$ cat src/rtl/svm_seq_pkg.sv
// rtl/svm_seq_pkg.sv - shared types and default coefficients for the sequential SVM core
package svm_seq_pkg;

    typedef enum logic [1:0] {
        ST_IDLE = 2'd0,
        ST_MAC  = 2'd1,
        ST_OUT  = 2'd2
    } svm_state_e;

    localparam int SVM_NFEAT = 4;
    localparam int SVM_IW    = 4;
    localparam int SVM_WW    = 8;
    localparam int SVM_OW    = 13;

    // Entry i sits at bits [i*WW +: WW]: {73, 73, -73, -73} read from high to low.
    localparam logic [SVM_NFEAT*SVM_WW-1:0] SVM_W = 32'h4949_B7B7;
    localparam logic signed [SVM_OW-1:0]    SVM_B = 13'sd1170;

endpackage

$ cat src/rtl/svm_seq_if.sv
// rtl/svm_seq_if.sv - feature-in / score-out handshake bundle for svm_seq_core
interface svm_seq_if
    import svm_seq_pkg::*;
#(
    parameter int NFEAT = SVM_NFEAT,
    parameter int IW    = SVM_IW,
    parameter int OW    = SVM_OW
) ();

    logic                  in_valid;
    logic                  in_ready;
    logic [NFEAT*IW-1:0]   inp;
    logic                  out_valid;
    logic                  out_ready;
    logic signed [OW-1:0]  out;
    logic                  out_class;
    logic                  busy;

    modport master (
        output in_valid, inp, out_ready,
        input  in_ready, out_valid, out, out_class, busy
    );

    modport slave (
        input  in_valid, inp, out_ready,
        output in_ready, out_valid, out, out_class, busy
    );

endinterface

$ cat src/rtl/svm_seq_mac_unit.sv
// rtl/svm_seq_mac_unit.sv - the single shared signed multiply-accumulate step
module svm_seq_mac_unit #(
    parameter int IW = 4,
    parameter int WW = 8,
    parameter int OW = 13
) (
    input  logic [IW-1:0]        feat,
    input  logic signed [WW-1:0] weight,
    input  logic signed [OW+1:0] acc,
    output logic signed [OW+1:0] sum
);

    localparam int PW  = WW + IW + 1;
    localparam int EXT = OW + 2 - PW;

    logic signed [PW-1:0] prod;

    // Features are unsigned; the zero MSB keeps them non-negative in the signed multiply.
    assign prod = $signed({1'b0, feat}) * weight;
    assign sum  = acc + $signed({{EXT{prod[PW-1]}}, prod});

endmodule

$ cat src/rtl/svm_seq_core.sv
// rtl/svm_seq_core.sv - time-multiplexed linear SVM evaluator (SVM_SEQ_SAT_EN: clamp final score)
module svm_seq_core
    import svm_seq_pkg::*;
#(
    parameter int                      NFEAT   = SVM_NFEAT,
    parameter int                      IW      = SVM_IW,
    parameter int                      WW      = SVM_WW,
    parameter int                      OW      = SVM_OW,
    parameter logic [NFEAT*WW-1:0]     WEIGHTS = SVM_W,
    parameter logic signed [OW-1:0]    BIAS    = SVM_B
) (
    input  logic    clk,
    input  logic    rst_n,
    svm_seq_if.slave io
);

    localparam int IDXW = (NFEAT > 1) ? $clog2(NFEAT) : 1;
    localparam logic [IDXW-1:0] LAST_IDX = IDXW'(NFEAT - 1);

    localparam logic [1:0] S_IDLE = ST_IDLE;
    localparam logic [1:0] S_MAC  = ST_MAC;
    localparam logic [1:0] S_OUT  = ST_OUT;

    logic [1:0]            state;
    logic [IDXW-1:0]       idx;
    logic signed [OW+1:0]  acc;
    logic [NFEAT*IW-1:0]   feat_r;
    logic signed [OW-1:0]  out_r;
    logic                  cls_r;

    logic [IW-1:0]         feat_cur;
    logic signed [WW-1:0]  w_cur;
    logic signed [OW+1:0]  mac_sum;
    logic signed [OW+1:0]  bias_ext;
    logic signed [OW-1:0]  res;

    assign feat_cur = feat_r[idx*IW +: IW];
    assign w_cur    = WEIGHTS[idx*WW +: WW];
    assign bias_ext = {{2{BIAS[OW-1]}}, BIAS};

    svm_seq_mac_unit #(
        .IW (IW),
        .WW (WW),
        .OW (OW)
    ) u_mac (
        .feat   (feat_cur),
        .weight (w_cur),
        .acc    (acc),
        .sum    (mac_sum)
    );

    // Only the final sum is narrowed; the running accumulator keeps two guard bits.
`ifdef SVM_SEQ_SAT_EN
    localparam logic signed [OW+1:0] SAT_MAX = (OW+2)'((1 << (OW - 1)) - 1);
    localparam logic signed [OW+1:0] SAT_MIN = ~SAT_MAX;

    always_comb begin
        res = mac_sum[OW-1:0];
        if (mac_sum > SAT_MAX)
            res = SAT_MAX[OW-1:0];
        else if (mac_sum < SAT_MIN)
            res = SAT_MIN[OW-1:0];
    end
`else
    always_comb begin
        res = mac_sum[OW-1:0];
    end
`endif

    always_ff @(posedge clk or negedge rst_n) begin
        if (!rst_n) begin
            state  <= S_IDLE;
            idx    <= '0;
            acc    <= '0;
            feat_r <= '0;
            out_r  <= '0;
            cls_r  <= 1'b0;
        end else begin
            case (state)
                S_IDLE: begin
                    if (io.in_valid) begin
                        feat_r <= io.inp;
                        acc    <= bias_ext;
                        idx    <= '0;
                        state  <= S_MAC;
                    end
                end
                S_MAC: begin
                    acc <= mac_sum;
                    idx <= idx + 1'b1;
                    if (idx == LAST_IDX) begin
                        out_r <= res;
                        cls_r <= ~res[OW-1];
                        idx   <= '0;
                        state <= S_OUT;
                    end
                end
                S_OUT: begin
                    if (io.out_ready)
                        state <= S_IDLE;
                end
                default: state <= S_IDLE;
            endcase
        end
    end

    assign io.in_ready  = (state == S_IDLE);
    assign io.out_valid = (state == S_OUT);
    assign io.busy      = (state == S_MAC) || (state == S_OUT);
    assign io.out       = out_r;
    assign io.out_class = cls_r;

endmodule

$ cat src/flat_wrapper.sv
// flat-port wrapper written by rule: the top's interface ports become plain ports
module svm_seq_core_flat import svm_seq_pkg::*;
#(
    parameter int                      NFEAT   = SVM_NFEAT,
    parameter int                      IW      = SVM_IW,
    parameter int                      WW      = SVM_WW,
    parameter int                      OW      = SVM_OW,
    parameter logic [NFEAT*WW-1:0]     WEIGHTS = SVM_W,
    parameter logic signed [OW-1:0]    BIAS    = SVM_B
)
  (clk, rst_n, io_in_valid, io_inp, io_out_ready, io_in_ready, io_out_valid, io_out, io_out_class, io_busy);
  svm_seq_if #(.NFEAT(NFEAT), .IW(IW), .OW(OW)) io_i ();
  input  logic clk;
  input  logic rst_n;
  input wire logic [$bits(io_i.in_valid)-1:0] io_in_valid;
  input wire logic [$bits(io_i.inp)-1:0] io_inp;
  input wire logic [$bits(io_i.out_ready)-1:0] io_out_ready;
  output wire logic [$bits(io_i.in_ready)-1:0] io_in_ready;
  output wire logic [$bits(io_i.out_valid)-1:0] io_out_valid;
  output wire logic [$bits(io_i.out)-1:0] io_out;
  output wire logic [$bits(io_i.out_class)-1:0] io_out_class;
  output wire logic [$bits(io_i.busy)-1:0] io_busy;
  assign io_i.in_valid = io_in_valid;
  assign io_i.inp = io_inp;
  assign io_i.out_ready = io_out_ready;
  assign io_in_ready = io_i.in_ready;
  assign io_out_valid = io_i.out_valid;
  assign io_out = io_i.out;
  assign io_out_class = io_i.out_class;
  assign io_busy = io_i.busy;
  svm_seq_core #(.NFEAT(NFEAT), .IW(IW), .WW(WW), .OW(OW), .WEIGHTS(WEIGHTS), .BIAS(BIAS)) u_core (.clk(clk), .rst_n(rst_n), .io(io_i));
endmodule
$ cat config.mk
export PLATFORM = sky130hd
export DESIGN_NAME = svm_seq_core_flat
export DESIGN_NICKNAME = d
export VERILOG_FILES = /design/src/rtl/svm_seq_pkg.sv /design/src/rtl/svm_seq_if.sv /design/src/rtl/svm_seq_mac_unit.sv /design/src/rtl/svm_seq_core.sv /design/src/flat_wrapper.sv
export SDC_FILE = /design/constraint.sdc
export NUM_CORES = 1
export LEC_CHECK = 0
export CAP_MARGIN = 20
export CELL_PAD_IN_SITES_DETAIL_PLACEMENT = 0
export CELL_PAD_IN_SITES_GLOBAL_PLACEMENT = 2
export CORE_AREA = 10 10 103 105
export DETAILED_ROUTE_END_ITERATION = 8
export DIE_AREA = 0 0 113 115
export GPL_TIMING_DRIVEN = 0
export PLACE_DENSITY = 0.88
export RECOVER_POWER = 50
export SYNTH_ARGS = -nofsm -noshare
export SYNTH_HDL_FRONTEND = slang
export SYNTH_SLANG_ARGS = --single-unit
$ cat constraint.sdc
create_clock -name clk -period 10.71 [get_ports clk]
set_input_delay 2.142 -clock clk [delete_from_list [all_inputs] [get_ports clk]]
set_output_delay 2.142 -clock clk [all_outputs]
set_load 0.01 [all_outputs]
==> out/results.ini, run 1 <==
[clock_network]
post_cts_buffers = 0
cts_buffer_depth = 2
clock-sinks = 47
clk_latency_ns = 0.30
htreeDepth = 2
numCtsBuffers = 5
cts_tree = yes
cts_hold_buffers = 0
path_clk_slew_ns = 0.09
cts_resized = 0
cts-root-buf = clkbuf_8

[synth]
synth_mux_area_frac = 0.105
synth_nets = 396
synthCells = 324
syn_avg_cell_area_sq_um = 10.4
synthArstFlopShare = 1.00
synth_compound_area_frac = 0.113
synth.distinct_cells = 50
yosysWarnings = 0
yosys.area_share.xor_xnor = 0.0233
synthesis.area_sq_um = 3380
yosys.area_share.simple = 0.0999
ys_seq_elements = 47
synth_top_family_by_area = adder cells
synth-adder-area-share = 0.239
synth_edf_count = 0
ys_seq_area_frac = 0.348
ys.flop_type = dfrtp_1

[timing]
final.period_utilization = 0.458
hold_ws_ns = 0.493
finalHoldViolCount = 0
rsz0062_at_grt = no
setup_viol = 0
finalSetupTns_ns = 0
drv_slew = 0
fin_skew_ns = 0.00703
final.min_clock_period_ns = 4.91
slew_headroom = 0.105
fmax_mhz = 204
tightest_slew_ns = 1.34

[setup_path]
slowest_delay_ns = 0.56
worstPathRequired_ns = 10.91
critPathLaunchType = flip-flop
rrSetupSlack_ns = 5.80
crit_fanout = 10
cpMostUsedCell = fa_1
critPathSlowestCell = fa_1
cp_cell_sequence = clkbuf_1, mux2i_1, or2_0, fa_1, fa_1, fa_1, inv_1, ha_1, a21o_1, a21oi_2, a21oi_1, or3_1, a32o_1
worstSetupEndpointType = flip-flop
cp.arrival_ns = 5.10
critPathKind = flip-flop to flip-flop

[routing]
wl_per_cell_um = 15.4
ant_nets = 0
finalWirelength_um = 7370
routed_via_density = 4.96
vias = 2366
drc = 0
drt_first_pass_iters = 4
dr.first_iter.drc_count = 124

[cells_and_area]
finalInstanceArea_sq_um = 3960
fin_nets = 440
diodes = 0
fin_cells = 477
syn_to_final_growth_pct = 17.2
drive_gt1_frac = 0.119

[floorplanning]
initial_core_util = 0.395
die_y_um = 115
die_w_um = 113
num_io_pins = 37
core.rowCount = 34
dieArea_sq_um = 13000
coreArea_sq_um = 8550

[global_route]
antenna_found_initial = 0
grt_start_max_net_pins = 26
grt_pass1_vias = 2611
overflow = 0
grt_pass1_wl_um = 13100
grt.total_usage = 0.122

[place]
dp.cells = 469
placed_area_sq_um = 3890
port-buffer-count = 36
place.gp.congestion = 0.826
dp_hpwl_um = 5920

[min_path]
hp-class = flip-flop to flip-flop

[flow_run]
drv_cap = 0

[status]
status = finished clean

==> critical path: cells and delay by family (launching register included) <==
kind / cells / cell delay (ns)
simple gates: 2 / 0.94
compound gates: 4 / 0.76
flops: 1 / 0.36
buf+inv: 2 / 0.53
mux: 1 / 0.25
fa+ha+maj: 4 / 1.98
==> logic make-up (layout without fill, tap and decap cells) <==
kind of cell | Yosys count | in the layout
adders and majority gates | 52 | 52
muxes | 32 | 32
AOI/OAI and AO/OA | 57 | 57
buffers and inverters | 62 | 107
DFF | 47 | 47
xor gates and xnor gates | 9 | 9
other | 2 | 2
and+or+nand+nor | 63 | 63
==> registers in the layout (all words and copies together) (netlist names) <==
signal	cells
u_core.acc	13
u_core.feat_r	16
u_core.idx	2
u_core.io.out	13
u_core.io.out_class	1
u_core.state	2
==> worst paths after layout <==
kind                       cells after the start                            end                           from
setup / recovery                              13     u_core.acc[11]$_DFFE_PN0P_      u_core.idx[0]$_DFFE_PN0P_
hold / removal                                 2  u_core.io.out[12]$_DFFE_PN0P_  u_core.io.out[12]$_DFFE_PN0P_
setup reg to reg                              13     u_core.acc[11]$_DFFE_PN0P_      u_core.idx[0]$_DFFE_PN0P_
hold reg to reg                                2  u_core.io.out[12]$_DFFE_PN0P_  u_core.io.out[12]$_DFFE_PN0P_
max in group asynchronous                      2      u_core.acc[8]$_DFFE_PN0P_                          rst_n
min in group asynchronous                      1   u_core.feat_r[0]$_DFFE_PN0P_                          rst_n
==> layer usage <==
layer | wire length, um | global-route usage | up-vias
li1 | - | - | 1175
met4 | 119 | 0.0398 | 0
met5 | 0 | 0 | -
met2 | 3500 | 0.196 | 41
met1 | 3410 | 0.158 | 1144
met3 | 331 | 0.0292 | 6
==> synth_stat cells, types with 2 or more instances <==
| cell | n | area share |
|---|---|---|
| xnor2_1 | 7 | 0.018 |
| or3_1 | 2 | 0.0037 |
| nand4b_1 | 2 | 0.0052 |
| and2_1 | 4 | 0.0074 |
| o21a_1 | 2 | 0.0044 |
| mux2_2 | 27 | 0.090 |
| o21ai_0 | 11 | 0.016 |
| or2_2 | 4 | 0.0074 |
| o22a_1 | 2 | 0.0052 |
| fa_1 | 21 | 0.12 |
| ha_1 | 31 | 0.11 |
| a21o_1 | 4 | 0.0089 |
| nor2_1 | 4 | 0.0044 |
| nand2b_1 | 3 | 0.0056 |
| xor2_1 | 2 | 0.0052 |
| dfrtp_1 | 47 | 0.35 |
| nand4_1 | 4 | 0.0074 |
| a22o_1 | 3 | 0.0078 |
| o31ai_1 | 4 | 0.0089 |
| nand2_1 | 28 | 0.031 |
| a21oi_1 | 16 | 0.024 |
| nand3_1 | 2 | 0.0030 |
| inv_1 | 51 | 0.057 |
| mux2i_1 | 5 | 0.015 |
| buf_2 | 2 | 0.0030 |
| clkbuf_1 | 8 | 0.0089 |
| a32o_1 | 2 | 0.0059 |
| a211oi_1 | 2 | 0.0044 |
| conb_1 | 2 | 0.0022 |
| or4b_1 | 2 | 0.0059 |
==> per-stage QoR <==
step | util | setup slack, ns
finish | 0.463 | 5.80
global route | 0.463 | 5.52
CTS | 0.465 | 6.26
floorplan | - | 6.62
global placement | 0.453 | 6.11
detailed placement | 0.455 | 6.30
==> placed cells by master, fill, tap and decap left out, types with 4 or more instances in the layout <==
cell type and instances:
a21o_1 4, a21oi_1 16, and2_1 4, clkbuf_1 12, clkbuf_8 5, clkdlybuf4s50_1 34, dfrtp_1 47, fa_1 21
ha_1 31, inv_1 51, mux2_2 27, mux2i_1 5, nand2_1 28, nand4_1 4, nor2_1 4, o21ai_0 11
o31ai_1 4, xnor2_1 7
==> final cells by class <==
type                            count  area (sq um)
Fill cell                         821          4590
Multi-Input combinational cell    215          1970
Sequential cell                    47          1180
Timing Repair Buffer               37           358
Inverter                           51           191
Tap cell                          108           135
Clock buffer                        6          72.6
Buffer                             11          42.5
Clock inverter                      2          16.3
Power of run 1 is left out: the tool's default activity adds up to more than one toggle a clock period on the data nets, which glitch-free logic cannot reach.
==> run 2: changes to the inputs <==
- CORE_AREA: 10 10 103 105 -> 10 10 107 109
- DIE_AREA: 0 0 113 115 -> 0 0 117 119
- PLACE_DENSITY: 0.88 -> 0.82
- clock period: 10.71 -> 4.9 ns (I/O delays scaled with it)
==> run 2 against run 1 <==
  * Sequential cell count is the same
  * Clock skew grew 0.0029 ns
  * Maximum frequency grew 13%
  * Final area grew 0.25%
  * Hold slack lost 0.0075 ns
  * Via count shrank 0.72%
  * Final cell count grew 1.3%
  * Critical path type unchanged
  * Critical endpoint unchanged
  * Largest cell class unchanged
==> out/results.ini, run 2 (same netlist as run 1, synthesis figures left out) <==
[status]
status = finished clean

[setup_path]
rrSetupSlack_ns = 0.54  ; -5.26 ns
critPathLaunchType = flip-flop
crit_fanout = 10  ; unchanged
r2r-end = u_core.acc[11]$_DFFE_PN0P_
cpMostUsedCell = fa_1
slowest_delay_ns = 0.56  ; about the same
rr_worst_depth = 13  ; unchanged
worstSetupEndpointType = flip-flop
cp.arrival_ns = 4.57  ; -0.53 ns
critPathKind = flip-flop to flip-flop
critPathSlowestCell = fa_1
worstSetupStartpoint = u_core.idx[0]$_DFFE_PN0P_
r2r_start = u_core.idx[0]$_DFFE_PN0P_
cp_cell_sequence = buf_2, mux2i_1, or2_2, fa_1, fa_1, fa_1, inv_1, ha_1, a21o_1, a21oi_2, a21oi_1, or3_1, a32o_1
worstPathRequired_ns = 5.11  ; -5.80 ns

[clock_network]
numCtsBuffers = 5  ; unchanged
cts_resized = 0  ; unchanged
clk_latency_ns = 0.31  ; about the same
clock-sinks = 47  ; unchanged
cts_tree = yes
cts_hold_buffers = 0  ; unchanged
path_clk_slew_ns = 0.10  ; about the same
cts-root-buf = clkbuf_8
cts_buffer_depth = 2  ; unchanged
htreeDepth = 2  ; unchanged
post_cts_buffers = 0  ; unchanged

[cells_and_area]
fin_cells = 483  ; +1.3%
final_common_cell = inv_1
syn_to_final_growth_pct = 17.5
top_register = u_core.feat_r
nFillCells = 930  ; +13%
largest_reg_flops = 16  ; unchanged
fin_nets = 440  ; unchanged
diodes = 0  ; unchanged
layout_common_cells = inv_1 (51), dfrtp_1 (47), clkdlybuf4s50_1 (34)
drive_gt1_frac = 0.125  ; +0.00542

[min_path]
hp-class = flip-flop to flip-flop
hold_path.startpoint = u_core.io.out[12]$_DFFE_PN0P_
holdPathStages = 2  ; unchanged
hold_end = u_core.io.out[12]$_DFFE_PN0P_

[floorplanning]
coreArea_sq_um = 9460  ; +11%
initial_core_util = 0.357  ; -0.0380
core.rowCount = 36  ; +5.9%
die_y_um = 119  ; +3.5%
num_io_pins = 37  ; unchanged
die_w_um = 117  ; +3.5%
dieArea_sq_um = 13900  ; +7.1%

[timing]
final.min_clock_period_ns = 4.36  ; -0.548 ns
rsz0062_at_grt = no
finalHoldViolCount = 0  ; unchanged
final.period_utilization = 0.889  ; +0.431
setup_viol = 0  ; unchanged
fmax_mhz = 229  ; +13%
tightest_slew_ns = 1.37  ; +0.0268 ns
finalSetupTns_ns = 0  ; unchanged
slew_headroom = 0.0871  ; -0.0179
fin_skew_ns = 0.00995  ; +0.00292 ns
drv_slew = 0  ; unchanged

[place]
dp.cells = 475  ; +1.3%
place.gp.congestion = 0.791  ; -4.2%
port-buffer-count = 36  ; unchanged
dp_hpwl_um = 6050  ; +2.2%

[flow_run]
drv_cap = 0  ; unchanged

[routing]
drt_first_pass_iters = 4  ; unchanged
drc = 0  ; unchanged
vias = 2349  ; -0.72%
dr.first_iter.drc_count = 114  ; -8.1%
ant_nets = 0  ; unchanged
routed_via_density = 4.86  ; -2.0%
wl_per_cell_um = 15.4  ; -0.36%
finalWirelength_um = 7430  ; +0.90%

[global_route]
overflow = 0  ; unchanged
antenna_found_initial = 0  ; unchanged
grt_pass1_wl_um = 13000  ; -0.53%
grt.total_usage = 0.116  ; -0.00605
grt_pass1_vias = 2542  ; -2.6%
grt_start_max_net_pins = 26  ; unchanged

-- run 2: area by class of cell --
class / count / area, sq um / share of cell area
Sequential cell: 47 / 1180 / 0.296
Clock inverter: 2 / 17.5 / 0.00441
Tap cell: 114 / 143 / 0.0359
Buffer: 11 / 43.8 / 0.0110
Clock buffer: 6 / 72.6 / 0.0183
Multi-Input combinational cell: 215 / 1970 / 0.496
Timing Repair Buffer: 37 / 358 / 0.0901
Inverter: 51 / 191 / 0.0482
-- run 2: worst max path at each step --
stage                                            to  cells after the start  slack (ns)
finish                   u_core.acc[11]$_DFFE_PN0P_                     13        0.54
global route        u_core.io.out_class$_DFFE_PN0P_                     16        0.16
CTS                 u_core.io.out_class$_DFFE_PN0P_                     16        0.51
detailed placement  u_core.io.out_class$_DFFE_PN0P_                     16        0.53
global placement         u_core.acc[11]$_DFFE_PN0P_                     16        0.52
floorplan                u_core.acc[11]$_DFFE_PN0P_                     13        0.81
-- run 2: worst max-delay path: cells and delay by family, from the launching register on --
kind                       cells  cell delay [ns]
AOI/OAI and AO/OA              4             0.76
adders and majority gates      4             1.92
buffers and inverters          2             0.26
DFF                            1             0.39
muxes                          1             0.14
and+or+nand+nor                2             0.78
-- run 2: metal layers --
layer	share of wire	up-vias	GRT usage	wire, um
met5	0	-	0	0
met4	0.020	0	0.0394	145
met3	0.050	10	0.0306	370
met2	0.45	39	0.176	3310
met1	0.48	1125	0.156	3600
li1	-	1175	-	-
-- run 2: stage by stage --
step / hold slack (ns) / area [sq um] / util / setup WS (ns)
after global routing: 0.528 / 3970 / 0.420 / 0.164
after detailed placement: 0.472 / 3900 / 0.412 / 0.534
after global placement: 0.465 / 3880 / 0.411 / 0.519
final: 0.485 / 3970 / 0.420 / 0.542
after floorplan: 0.456 / 3380 / - / 0.809
after CTS: 0.494 / 3990 / 0.422 / 0.508
Power of run 2 is left out for the same reason.
==> run 3: changes to the inputs <==
- CORE_AREA: 10 10 107 109 -> 10 10 106 108
- CTS_BUF_LIST: not set -> sky130_fd_sc_hd__clkbuf_8
- CTS_CLUSTER_SIZE: not set -> 10
- DIE_AREA: 0 0 117 119 -> 0 0 116 118
- PLACE_DENSITY: 0.82 -> 0.83
==> run 3 against run 2 <==
  * Sequential share of layout area barely moved
  * Utilization rose by 1.6 points
  * Critical path depth did not move
  * Clock skew rose by 0.0048 ns
  * Hold slack improved by 0.011 ns
  * Final cell count fell by 0.62%
  * Sequential cell count did not move
  * Die area fell by 1.7%
  * Register-to-register slack got worse by 0.05 ns
  * Setup slack got worse by 0.046 ns
  * Non-clock buffer count did not move
  * Count of clock-buffer cells in the layout fell by 1
  * Critical path type unchanged
  * Critical endpoint unchanged
  * Largest cell class unchanged
  * Highest routed layer unchanged
==> out/results.ini, run 3 (same netlist as run 1, synthesis figures left out) <==
[timing]
slew_headroom = 0.101  ; +0.0138
fmax_mhz = 227  ; -1.0%
finalSetupTns_ns = 0  ; unchanged
worst_slack_ns = 0.496  ; -0.0462 ns
rsz0062_at_grt = no
final.min_clock_period_ns = 4.40  ; +0.0462 ns
tightest_slew_ns = 1.35  ; -0.0207 ns
finalHoldViolCount = 0  ; unchanged
final.period_utilization = 0.899  ; +0.00943
setup_viol = 0  ; unchanged
drv_slew = 0  ; unchanged
fin_skew_ns = 0.0147  ; +0.00479 ns

[floorplanning]
die_w_um = 116  ; -0.85%
die_y_um = 118  ; -0.84%
core.rowCount = 35  ; -2.8%
coreArea_sq_um = 9110  ; -3.7%
dieArea_sq_um = 13700  ; -1.7%
initial_core_util = 0.371  ; +0.0137
num_io_pins = 37  ; unchanged

[cells_and_area]
drive_gt1_frac = 0.125  ; unchanged
largest_reg_flops = 16  ; unchanged
finalInstanceArea_sq_um = 3970  ; -0.13%
layout_common_cells = inv_1 (52), dfrtp_1 (47), clkdlybuf4s50_1 (34)
syn_to_final_growth_pct = 17.3
top_register = u_core.feat_r
final_core_utilization = 0.435  ; +0.0156
diodes = 0  ; unchanged
final_common_cell = inv_1
fin_nets = 440  ; unchanged

[place]
pre_cts_ws_ns = 0.494  ; -0.0395 ns
port-buffer-count = 36  ; unchanged
dp_hpwl_um = 5980  ; -1.2%
placed_area_sq_um = 3890  ; about the same
place.gp.congestion = 0.816  ; +3.1%

[global_route]
grtUsageMet3 = 0.0285  ; -0.00208
use_met2 = 0.175  ; -0.00106
grt_start_max_net_pins = 26  ; unchanged
overflow = 0  ; unchanged
grt_pass1_wl_um = 12800  ; -1.9%
grt_pass1_vias = 2488  ; -2.1%
antenna_found_initial = 0  ; unchanged
use_met1 = 0.155  ; -0.00110
grt.total_usage = 0.115  ; -0.00119
grt_busiest_layer = met2

[routing]
wl_per_cell_um = 15.5  ; +0.94%
finalWirelength_um = 7450  ; +0.31%
drt_first_pass_iters = 4  ; unchanged
ant_nets = 0  ; unchanged
vias = 2382  ; +1.4%
drc = 0  ; unchanged
dr.first_iter.drc_count = 64  ; -44%
routed_via_density = 4.96  ; +2.0%

[setup_path]
critPathLaunchType = flip-flop
crit_fanout = 10  ; unchanged
critPathKind = flip-flop to flip-flop
worstPathRequired_ns = 5.10  ; about the same
rr_worst_depth = 13  ; unchanged
cp.arrival_ns = 4.61  ; +0.04 ns
worstSetupEndpointType = flip-flop

[flow_run]
drv_cap = 0  ; unchanged

[clock_network]
path_clk_slew_ns = 0.10  ; about the same
cts_hold_buffers = 0  ; unchanged
post_cts_buffers = 0  ; unchanged
cts_buffer_depth = 2  ; unchanged
clock-sinks = 47  ; unchanged
cts_resized = 0  ; unchanged
cts-root-buf = clkbuf_8
htreeDepth = 2  ; unchanged
clk_latency_ns = 0.31  ; about the same
numCtsBuffers = 5  ; unchanged
cts_tree = yes

[min_path]
holdPathStages = 2  ; unchanged
hp-class = flip-flop to flip-flop

[status]
status = finished clean

-- run 3: cell types whose count changed in the layout (fill, tap and decap cells not counted), sizes merged --
cell | previous run | this run
clkinv | 2 | 0
clkinvlp | 0 | 1
clkbuf | 16 | 15
inv | 51 | 53
-- run 3: final timing paths --
kind | slack, ns | from | to
setup / recovery | 0.50 | u_core.idx[0]$_DFFE_PN0P_ | u_core.acc[11]$_DFFE_PN0P_
hold / removal | 0.50 | u_core.io.out[12]$_DFFE_PN0P_ | u_core.io.out[12]$_DFFE_PN0P_
setup reg to reg | 0.50 | u_core.idx[0]$_DFFE_PN0P_ | u_core.acc[11]$_DFFE_PN0P_
hold reg to reg | 0.50 | u_core.io.out[12]$_DFFE_PN0P_ | u_core.io.out[12]$_DFFE_PN0P_
max in group asynchronous | 2.15 | rst_n | u_core.acc[11]$_DFFE_PN0P_
min in group asynchronous | 0.91 | rst_n | u_core.state[1]$_DFFE_PN0P_
-- run 3: per-layer routing --
metal	part of all wire	routed length, um
met1	0.49	3670
met2	0.45	3330
met3	0.043	317
met4	0.019	139
met5	0	0
-- run 3: area by class of cell --
cell class | count | area (sq um)
Buffer | 11 | 43.8
Clock inverter | 3 | 20.0
Timing Repair Buffer | 37 | 358
Tap cell | 111 | 139
Inverter | 51 | 191
Clock buffer | 5 | 68.8
Multi-Input combinational cell | 215 | 1970
Fill cell | 906 | 5140
Sequential cell | 47 | 1180
-- run 3: worst max-delay path, stage by stage, from the launching register on --
cell and delay (ns):
dfrtp_1 0.38, buf_2 0.21, mux2i_1 0.14, or2_2 0.40, fa_1 0.56, fa_1 0.44
fa_1 0.55, inv_1 0.05, ha_1 0.38, a21o_1 0.20, a21oi_2 0.18, a21oi_1 0.12
or3_1 0.41, a32o_1 0.28
-- run 3: metrics by stage --
| stage | hold WS, ns | std cells |
|---|---|---|
| 2_1_floorplan | 0.456 | 324 |
| 3_3_place_gp | 0.462 | 471 |
| 3_5_place_dp | 0.479 | 472 |
| 4_1_cts | 0.501 | 480 |
| 5_1_grt | 0.527 | 480 |
| 6_report | 0.497 | 480 |
Power of run 3 is left out for the same reason.
